<file path="src/rtl/udp_rx_parser_pkg.sv">
// Shared definitions for the UDP receive frame parser: state encoding,
// error codes, header field offsets and the payload byte-enable helper.
package udp_rx_parser_pkg;

  localparam logic [15:0] MAGIC   = 16'hA55A;
  localparam logic [15:0] MAX_LEN = 16'd8192;

  typedef enum logic [1:0] {
    ST_HDR     = 2'd0,
    ST_PAYLOAD = 2'd1,
    ST_DROP    = 2'd2
  } state_e;

  localparam logic [1:0] ERR_HDR   = 2'd0;
  localparam logic [1:0] ERR_SHORT = 2'd1;
  localparam logic [1:0] ERR_LONG  = 2'd2;

  // Bit offsets of the fields inside the 64-bit header word; [63:56] is reserved.
  localparam int HDR_MAGIC_LSB = 0;
  localparam int HDR_SEQ_LSB   = 16;
  localparam int HDR_LEN_LSB   = 32;
  localparam int HDR_TYPE_LSB  = 48;

  // Byte enables for a payload word given the bytes still owed by the frame.
  function automatic logic [7:0] keep_mask(input logic [15:0] rem);
    logic [3:0] sh;
    sh = 4'd8 - rem[3:0];
    if (rem >= 16'd8) return 8'hFF;
    return 8'hFF >> sh;
  endfunction

endpackage

</file>
<file path="src/rtl/udp_rx_out_reg.sv">
// Single-entry output register carrying one payload word with its
// byte enables and frame markers. Fields hold until valid && ready.
// The parent only asserts load_i when the slot is empty or draining.
module udp_rx_out_reg (
  input  logic        clk_i,
  input  logic        rst_i,
  input  logic        load_i,
  input  logic [63:0] data_i,
  input  logic [7:0]  keep_i,
  input  logic        last_i,
  input  logic        user_i,
  input  logic        ready_i,
  output logic        valid_o,
  output logic [63:0] data_o,
  output logic [7:0]  keep_o,
  output logic        last_o,
  output logic        user_o
);

  // Capture a new word on load, otherwise empty the slot when it is taken.
  always_ff @(posedge clk_i) begin
    if (rst_i) begin
      valid_o <= 1'b0;
      data_o  <= '0;
      keep_o  <= '0;
      last_o  <= 1'b0;
      user_o  <= 1'b0;
    end else if (load_i) begin
      valid_o <= 1'b1;
      data_o  <= data_i;
      keep_o  <= keep_i;
      last_o  <= last_i;
      user_o  <= user_i;
    end else if (ready_i) begin
      valid_o <= 1'b0;
    end
  end

endmodule

</file>
<file path="src/rtl/udp_rx_frame_parser.sv">
// Application frame parser downstream of the UDP receive path.
// Strips and validates the 8-byte header, forwards payload with byte
// enables, and reports per-frame status, sequence gaps and counters.
// Optional feature: define UDP_RX_PARSER_SEQ_CHECK_EN to build the
// sequence tracker; otherwise seq_gap is tied low.
//
// Handshake rule (both ports): a word moves on a rising edge where
// valid && ready are both high; a raised valid and its payload hold
// until that happens.
module udp_rx_frame_parser
  import udp_rx_parser_pkg::*;
(
  input  logic        sys_clk,
  input  logic        sys_rst,
  input  logic [63:0] s_data,
  input  logic        s_valid,
  input  logic        s_last,
  output logic        s_ready,
  output logic [63:0] m_data,
  output logic [7:0]  m_keep,
  output logic        m_valid,
  output logic        m_last,
  output logic        m_user,
  input  logic        m_ready,
  output logic [7:0]  m_type,
  output logic [15:0] m_seq,
  output logic        frame_done,
  output logic        frame_err,
  output logic [1:0]  err_code,
  output logic        seq_gap,
  output logic [31:0] good_cnt,
  output logic [31:0] bad_cnt,
  output logic [1:0]  dbg_state_o
);

  state_e      state_q;
  logic [15:0] rem_q;
  logic [1:0]  err_q;

  logic [15:0] hdr_magic, hdr_seq, hdr_len;
  logic [7:0]  hdr_type;
  logic        hdr_magic_ok, hdr_bad;
  logic        s_acc, hdr_acc, out_load;
  logic        rem_le8, out_last, out_user;

  assign hdr_magic    = s_data[HDR_MAGIC_LSB +: 16];
  assign hdr_seq      = s_data[HDR_SEQ_LSB +: 16];
  assign hdr_len      = s_data[HDR_LEN_LSB +: 16];
  assign hdr_type     = s_data[HDR_TYPE_LSB +: 8];
  assign hdr_magic_ok = (hdr_magic == MAGIC);
  assign hdr_bad      = !hdr_magic_ok || (hdr_len > MAX_LEN);

  // Input ready: payload waits on the output slot; a new header waits
  // until the previous frame's final word has left the output register.
  always_comb begin
    s_ready = 1'b1;
    case (state_q)
      ST_PAYLOAD: s_ready = !m_valid || m_ready;
      ST_HDR:     s_ready = !(m_valid && !m_ready && m_last);
      default:    s_ready = 1'b1;
    endcase
  end

  assign s_acc    = s_valid && s_ready;
  assign hdr_acc  = s_acc && (state_q == ST_HDR);
  assign out_load = s_acc && (state_q == ST_PAYLOAD);
  assign rem_le8  = (rem_q <= 16'd8);
  // A word closes the frame if the input ends or the length is exhausted;
  // it is flagged bad unless both happen together.
  assign out_last = s_last || rem_le8;
  assign out_user = out_last && !(s_last && rem_le8);

  assign dbg_state_o = state_q;

  // Frame FSM with registered status pulses, header fields and counters.
  always_ff @(posedge sys_clk) begin
    if (sys_rst) begin
      state_q    <= ST_HDR;
      rem_q      <= '0;
      err_q      <= ERR_HDR;
      m_type     <= '0;
      m_seq      <= '0;
      frame_done <= 1'b0;
      frame_err  <= 1'b0;
      err_code   <= '0;
      good_cnt   <= '0;
      bad_cnt    <= '0;
    end else begin
      frame_done <= 1'b0;
      frame_err  <= 1'b0;
      if (hdr_acc) begin
        m_type <= hdr_type;
        m_seq  <= hdr_seq;
        rem_q  <= hdr_len;
        if (hdr_bad) begin
          if (s_last) begin
            frame_done <= 1'b1;
            frame_err  <= 1'b1;
            err_code   <= ERR_HDR;
            bad_cnt    <= bad_cnt + 32'd1;
          end else begin
            err_q   <= ERR_HDR;
            state_q <= ST_DROP;
          end
        end else if (hdr_len == 16'd0) begin
          if (s_last) begin
            frame_done <= 1'b1;
            good_cnt   <= good_cnt + 32'd1;
          end else begin
            err_q   <= ERR_LONG;
            state_q <= ST_DROP;
          end
        end else if (s_last) begin
          frame_done <= 1'b1;
          frame_err  <= 1'b1;
          err_code   <= ERR_SHORT;
          bad_cnt    <= bad_cnt + 32'd1;
        end else begin
          state_q <= ST_PAYLOAD;
        end
      end else if (out_load) begin
        rem_q <= rem_le8 ? 16'd0 : (rem_q - 16'd8);
        if (s_last) begin
          frame_done <= 1'b1;
          state_q    <= ST_HDR;
          if (rem_le8) begin
            good_cnt <= good_cnt + 32'd1;
          end else begin
            frame_err <= 1'b1;
            err_code  <= ERR_SHORT;
            bad_cnt   <= bad_cnt + 32'd1;
          end
        end else if (rem_le8) begin
          err_q   <= ERR_LONG;
          state_q <= ST_DROP;
        end
      end else if (s_acc && (state_q == ST_DROP) && s_last) begin
        frame_done <= 1'b1;
        frame_err  <= 1'b1;
        err_code   <= err_q;
        bad_cnt    <= bad_cnt + 32'd1;
        state_q    <= ST_HDR;
      end
    end
  end

  udp_rx_out_reg u_out_reg (
    .clk_i   (sys_clk),
    .rst_i   (sys_rst),
    .load_i  (out_load),
    .data_i  (s_data),
    .keep_i  (keep_mask(rem_q)),
    .last_i  (out_last),
    .user_i  (out_user),
    .ready_i (m_ready),
    .valid_o (m_valid),
    .data_o  (m_data),
    .keep_o  (m_keep),
    .last_o  (m_last),
    .user_o  (m_user)
  );

`ifdef UDP_RX_PARSER_SEQ_CHECK_EN
  logic [15:0] exp_seq_q;
  logic        exp_vld_q;
  logic        seq_gap_q;

  // Track the next expected sequence number across well-formed headers.
  always_ff @(posedge sys_clk) begin
    if (sys_rst) begin
      exp_seq_q <= '0;
      exp_vld_q <= 1'b0;
      seq_gap_q <= 1'b0;
    end else begin
      seq_gap_q <= 1'b0;
      if (hdr_acc && hdr_magic_ok) begin
        exp_vld_q <= 1'b1;
        exp_seq_q <= hdr_seq + 16'd1;
        seq_gap_q <= exp_vld_q && (hdr_seq != exp_seq_q);
      end
    end
  end

  assign seq_gap = seq_gap_q;
`else
  assign seq_gap = 1'b0;
`endif

endmodule

</file>
<file path="config.mk">
export PLATFORM = sky130hd
export DESIGN_NAME = udp_rx_frame_parser
export DESIGN_NICKNAME = d
export VERILOG_FILES = /design/src/rtl/udp_rx_parser_pkg.sv /design/src/rtl/udp_rx_out_reg.sv /design/src/rtl/udp_rx_frame_parser.sv
export SDC_FILE = /design/constraint.sdc
export NUM_CORES = 1
export LEC_CHECK = 0
export ABC_AREA = 1
export BUFFER_PORTS_ARGS = -buffer_cell sky130_fd_sc_hd__buf_2
export CORE_UTILIZATION = 57
export DETAILED_ROUTE_END_ITERATION = 6
export GPL_ROUTABILITY_DRIVEN = 0
export HOLD_SLACK_MARGIN = 0.1
export PLACE_DENSITY_LB_ADDON = 0.25
export SLEW_MARGIN = 20
export SYNTH_ARGS = -nofsm -noshare
export SYNTH_HDL_FRONTEND = slang
export SYNTH_SLANG_ARGS = --single-unit
</file>
<file path="constraint.sdc">
create_clock -name sys_clk -period 3.9 [get_ports sys_clk]
set_clock_uncertainty 0.1 [all_clocks]
set_input_delay 0.585 -clock sys_clk [delete_from_list [all_inputs] [get_ports sys_clk]]
set_output_delay 0.585 -clock sys_clk [all_outputs]
set_load 0.005 [all_outputs]
</file>
==> impl_metrics.json <==
{
  "syn-num-nets": 1401,
  "cts_resized": 0,
  "clock-sinks": 186,
  "num_rows": 45,
  "yosys_warnings": 0,
  "drv_cap": 0,
  "area_delta_synth_final_pct": 19.87,
  "ir_drop_uv": 387.7,
  "fillers": 1351,
  "grt_setup_unrepaired": "false",
  "synthDistinctLibCells": 33,
  "yosysTopAreaCellShare_pct": 41.68,
  "numCtsBuffers": 17,
  "min_from": "s_data[59]",
  "antenna_found_initial": 0,
  "arrival_ns": 3.07,
  "final_cell_area_um2": 10710,
  "use_met3_pct": 8.961,
  "async_flop_share_pct": 0,
  "clkPwrFrac_pct": 39.7,
  "drt-vias-per-instance": 5.311,
  "cp_max_fo": 40,
  "p_comb_share_pct": 12.4,
  "synth-edff-count": 0,
  "vias": 9310,
  "post-route-worst-setup-slack_ns": 1.004,
  "use_met1_pct": 36.86,
  "grt_max_degree": 88,
  "grt_use_met2_pct": 52.17,
  "hpwl_mm": 17.28,
  "ys_seq_area_share_pct": 41.68,
  "ys.flop_type": "dfxtp_1",
  "cts_hold_buffers": 0,
  "dieArea_um2": 16180,
  "leakage_nw": 4.604,
  "dpl-instance-area_um2": 10150,
  "drive_gt1_share_pct": 19.47,
  "die_w_um": 127.2,
  "fin_nets": 1606,
  "synthTopCellsByCount": "nand2_1 (454), dfxtp_1 (186), a21oi_1 (172), nor2_1 (150), inv_1 (73)",
  "cts_buffer_depth": 2,
  "min_period_ns": 2.896,
  "cts_tree": "built",
  "cp-start-kind": "flop",
  "finalHoldViolCount": 0,
  "p_switching_mw": 1.171,
  "first_global_vias": 8645,
  "fmax_ghz": 0.3453,
  "post-cts-setup-buffer-count": 0,
  "hp-class": "primary input to flop",
  "die_y_um": 127.2,
  "multi_input_area_um2": 4619,
  "postSynthAreaPerCell_um2": 6.747,
  "r2r_start": "dbg_state_o[0]$_SDFFE_PP0P_",
  "critPathLaunch": "dbg_state_o[0]$_SDFFE_PP0P_",
  "final-seq-area_um2": 3724,
  "grt_pass1_wl_mm": 40.32,
  "cp_slowest_stage_delay_ns": 0.42,
  "setup_viol": 0,
  "initial_core_util_pct": 58.55,
  "yosys-top-cells-area": "dfxtp_1 (42%), nand2_1 (19%), a21oi_1 (9.6%)",
  "htree_num_levels": 4,
  "rrSetupSlack_ns": 1.00,
  "wl_per_cell_um": 14.04,
  "fin_tns_setup_ns": 0,
  "gr-total-overflow": 0,
  "remaining_drc_errors": 0,
  "cp.required_ns": 4.07,
  "ys_ff_latch": 186,
  "drt_iter0_drc": 667,
  "core_area_um2": 15260,
  "dr.pass1.iters": 5,
  "p_seq_share_pct": 47.8,
  "top_usage_layer": "met2",
  "port_buffers": 238,
  "power.density_nw_per_um2": 394.7,
  "p_int_mw": 3.056,
  "maxSlewViolCount": 0,
  "status": "finished, final reports clean",
  "worstPathCellList": "inv_2, nand2_2, nand2_2, nand4_4, inv_2, buf_4, nand3_2, nand2_2, nand3_4, nand2_1, a21oi_1",
  "io_pins": 240,
  "cts-root-buf": "clkbuf_16",
  "ant_nets": 0,
  "clk_pin_slew_ns": 0.07,
  "yosys.area.top_type": "dfxtp_1",
  "end_kind": "flop",
  "drt_wl_total_mm": 24.61,
  "switching_share_pct": 27.69,
  "fin_crit_sh_pct": 74.26,
  "grt_util_all_layers_pct": 30.66,
  "worstMarginPinSlew_ns": 1.012,
  "final_core_util_pct": 70.18,
  "path_common_cell": "nand2_2",
  "crit_slowest_cell": "buf_4",
  "relSlewSlack_pct": 32.48,
  "worstSetupPathType": "flop to flop",
  "netlist_area_um2": 8934,
  "clk_latency_ns": 0.43,
  "synth_most_common_cell": "nand2_1",
  "syn_inst": 1324,
  "pre_cts_ws_ns": 0.8052,
  "power_mw": 4.227
}
## placed cells by master (no fill, tap or decap), types with 3 or more instances in the layout
cell	instances
nor2_2	4
a31oi_1	6
nand3b_1	9
nor2_1	150
nor3_1	26
nand2_2	4
clkinv_4	3
xor2_1	27
inv_6	3
o21ai_0	31
a21oi_1	172
inv_1	72
nand3_1	42
nand2_1	454
buf_2	237
ha_1	8
buf_4	7
clkbuf_16	17
dfxtp_1	186
nand4_1	37
nand3_2	4
xnor2_1	9
inv_2	8
## layer usage
metal	vias up	part of all wire [%]
met4	0	1.9
met1	4250	42
met3	38	7.3
li1	4692	-
met5	-	0
met2	330	48
## final timing paths
path / endpoint / cells past startpoint
min reg2reg: u_out_reg.keep_o[2]$_SDFFE_PP0P_ / 2
min: u_out_reg.data_o[59]$_SDFFE_PP0P_ / 3
max reg2reg: good_cnt[28]$_SDFFE_PP0P_ / 11
max: good_cnt[28]$_SDFFE_PP0P_ / 11
## stage by stage
step           hold WS, ns  cells
6_report            0.2900   1753
5_1_grt             0.2899   1752
4_1_cts             0.2876   1752
3_5_place_dp        0.3522   1721
3_3_place_gp        0.3487   1721
2_1_floorplan       0.3371   1324
## registers in the layout (all words and copies together), names as in the netlist
| register | cells |
|---|---|
| bad_cnt | 32 |
| dbg_state_o | 2 |
| u_out_reg.data_o | 64 |
| frame_err | 1 |
| m_seq | 16 |
| err_q | 1 |
| frame_done | 1 |
| m_type | 8 |
| u_out_reg.keep_o | 8 |
| u_out_reg.last_o | 1 |
| good_cnt | 32 |
| u_out_reg.user_o | 1 |
| err_code | 2 |
| rem_q | 16 |
| u_out_reg.valid_o | 1 |
## cell families after synthesis
family / share of synthesized area [%]
flops: 41.68
other cells: 0.04198
fa+ha+maj: 1.120
compound gates: 12.24
xor+xnor: 3.529
buf+inv: 6.611
simple gates: 34.78
## critical path, delay by kind of cell (launching register included)
kind,cells,cell delay (ns)
buf+inv,3,0.81
compound gates,1,0.07
simple gates,7,1.40
flops,1,0.34
## power by group through the flow
stage	registers, mW	logic [mW]	clock network (mW)
after global placement	2.06	0.514	0
after CTS	2.02	0.525	1.69
after detailed placement	2.06	0.522	0
after floorplan	2.06	0.349	0
final	2.02	0.526	1.68
after global routing	2.03	0.593	1.78
## cell type report
| class | instances | area share, % |
|---|---|---|
| antenna | 1 | 0.02337 |
| clock buffer | 20 | 4.171 |
| clock inverter | 11 | 1.063 |
| inverter | 80 | 2.804 |
| multi-input combinational | 1000 | 43.14 |
| sequential | 186 | 34.77 |
| tap | 211 | 2.465 |
| timing repair buffer | 244 | 11.57 |
(Power assumes the default switching activity.)
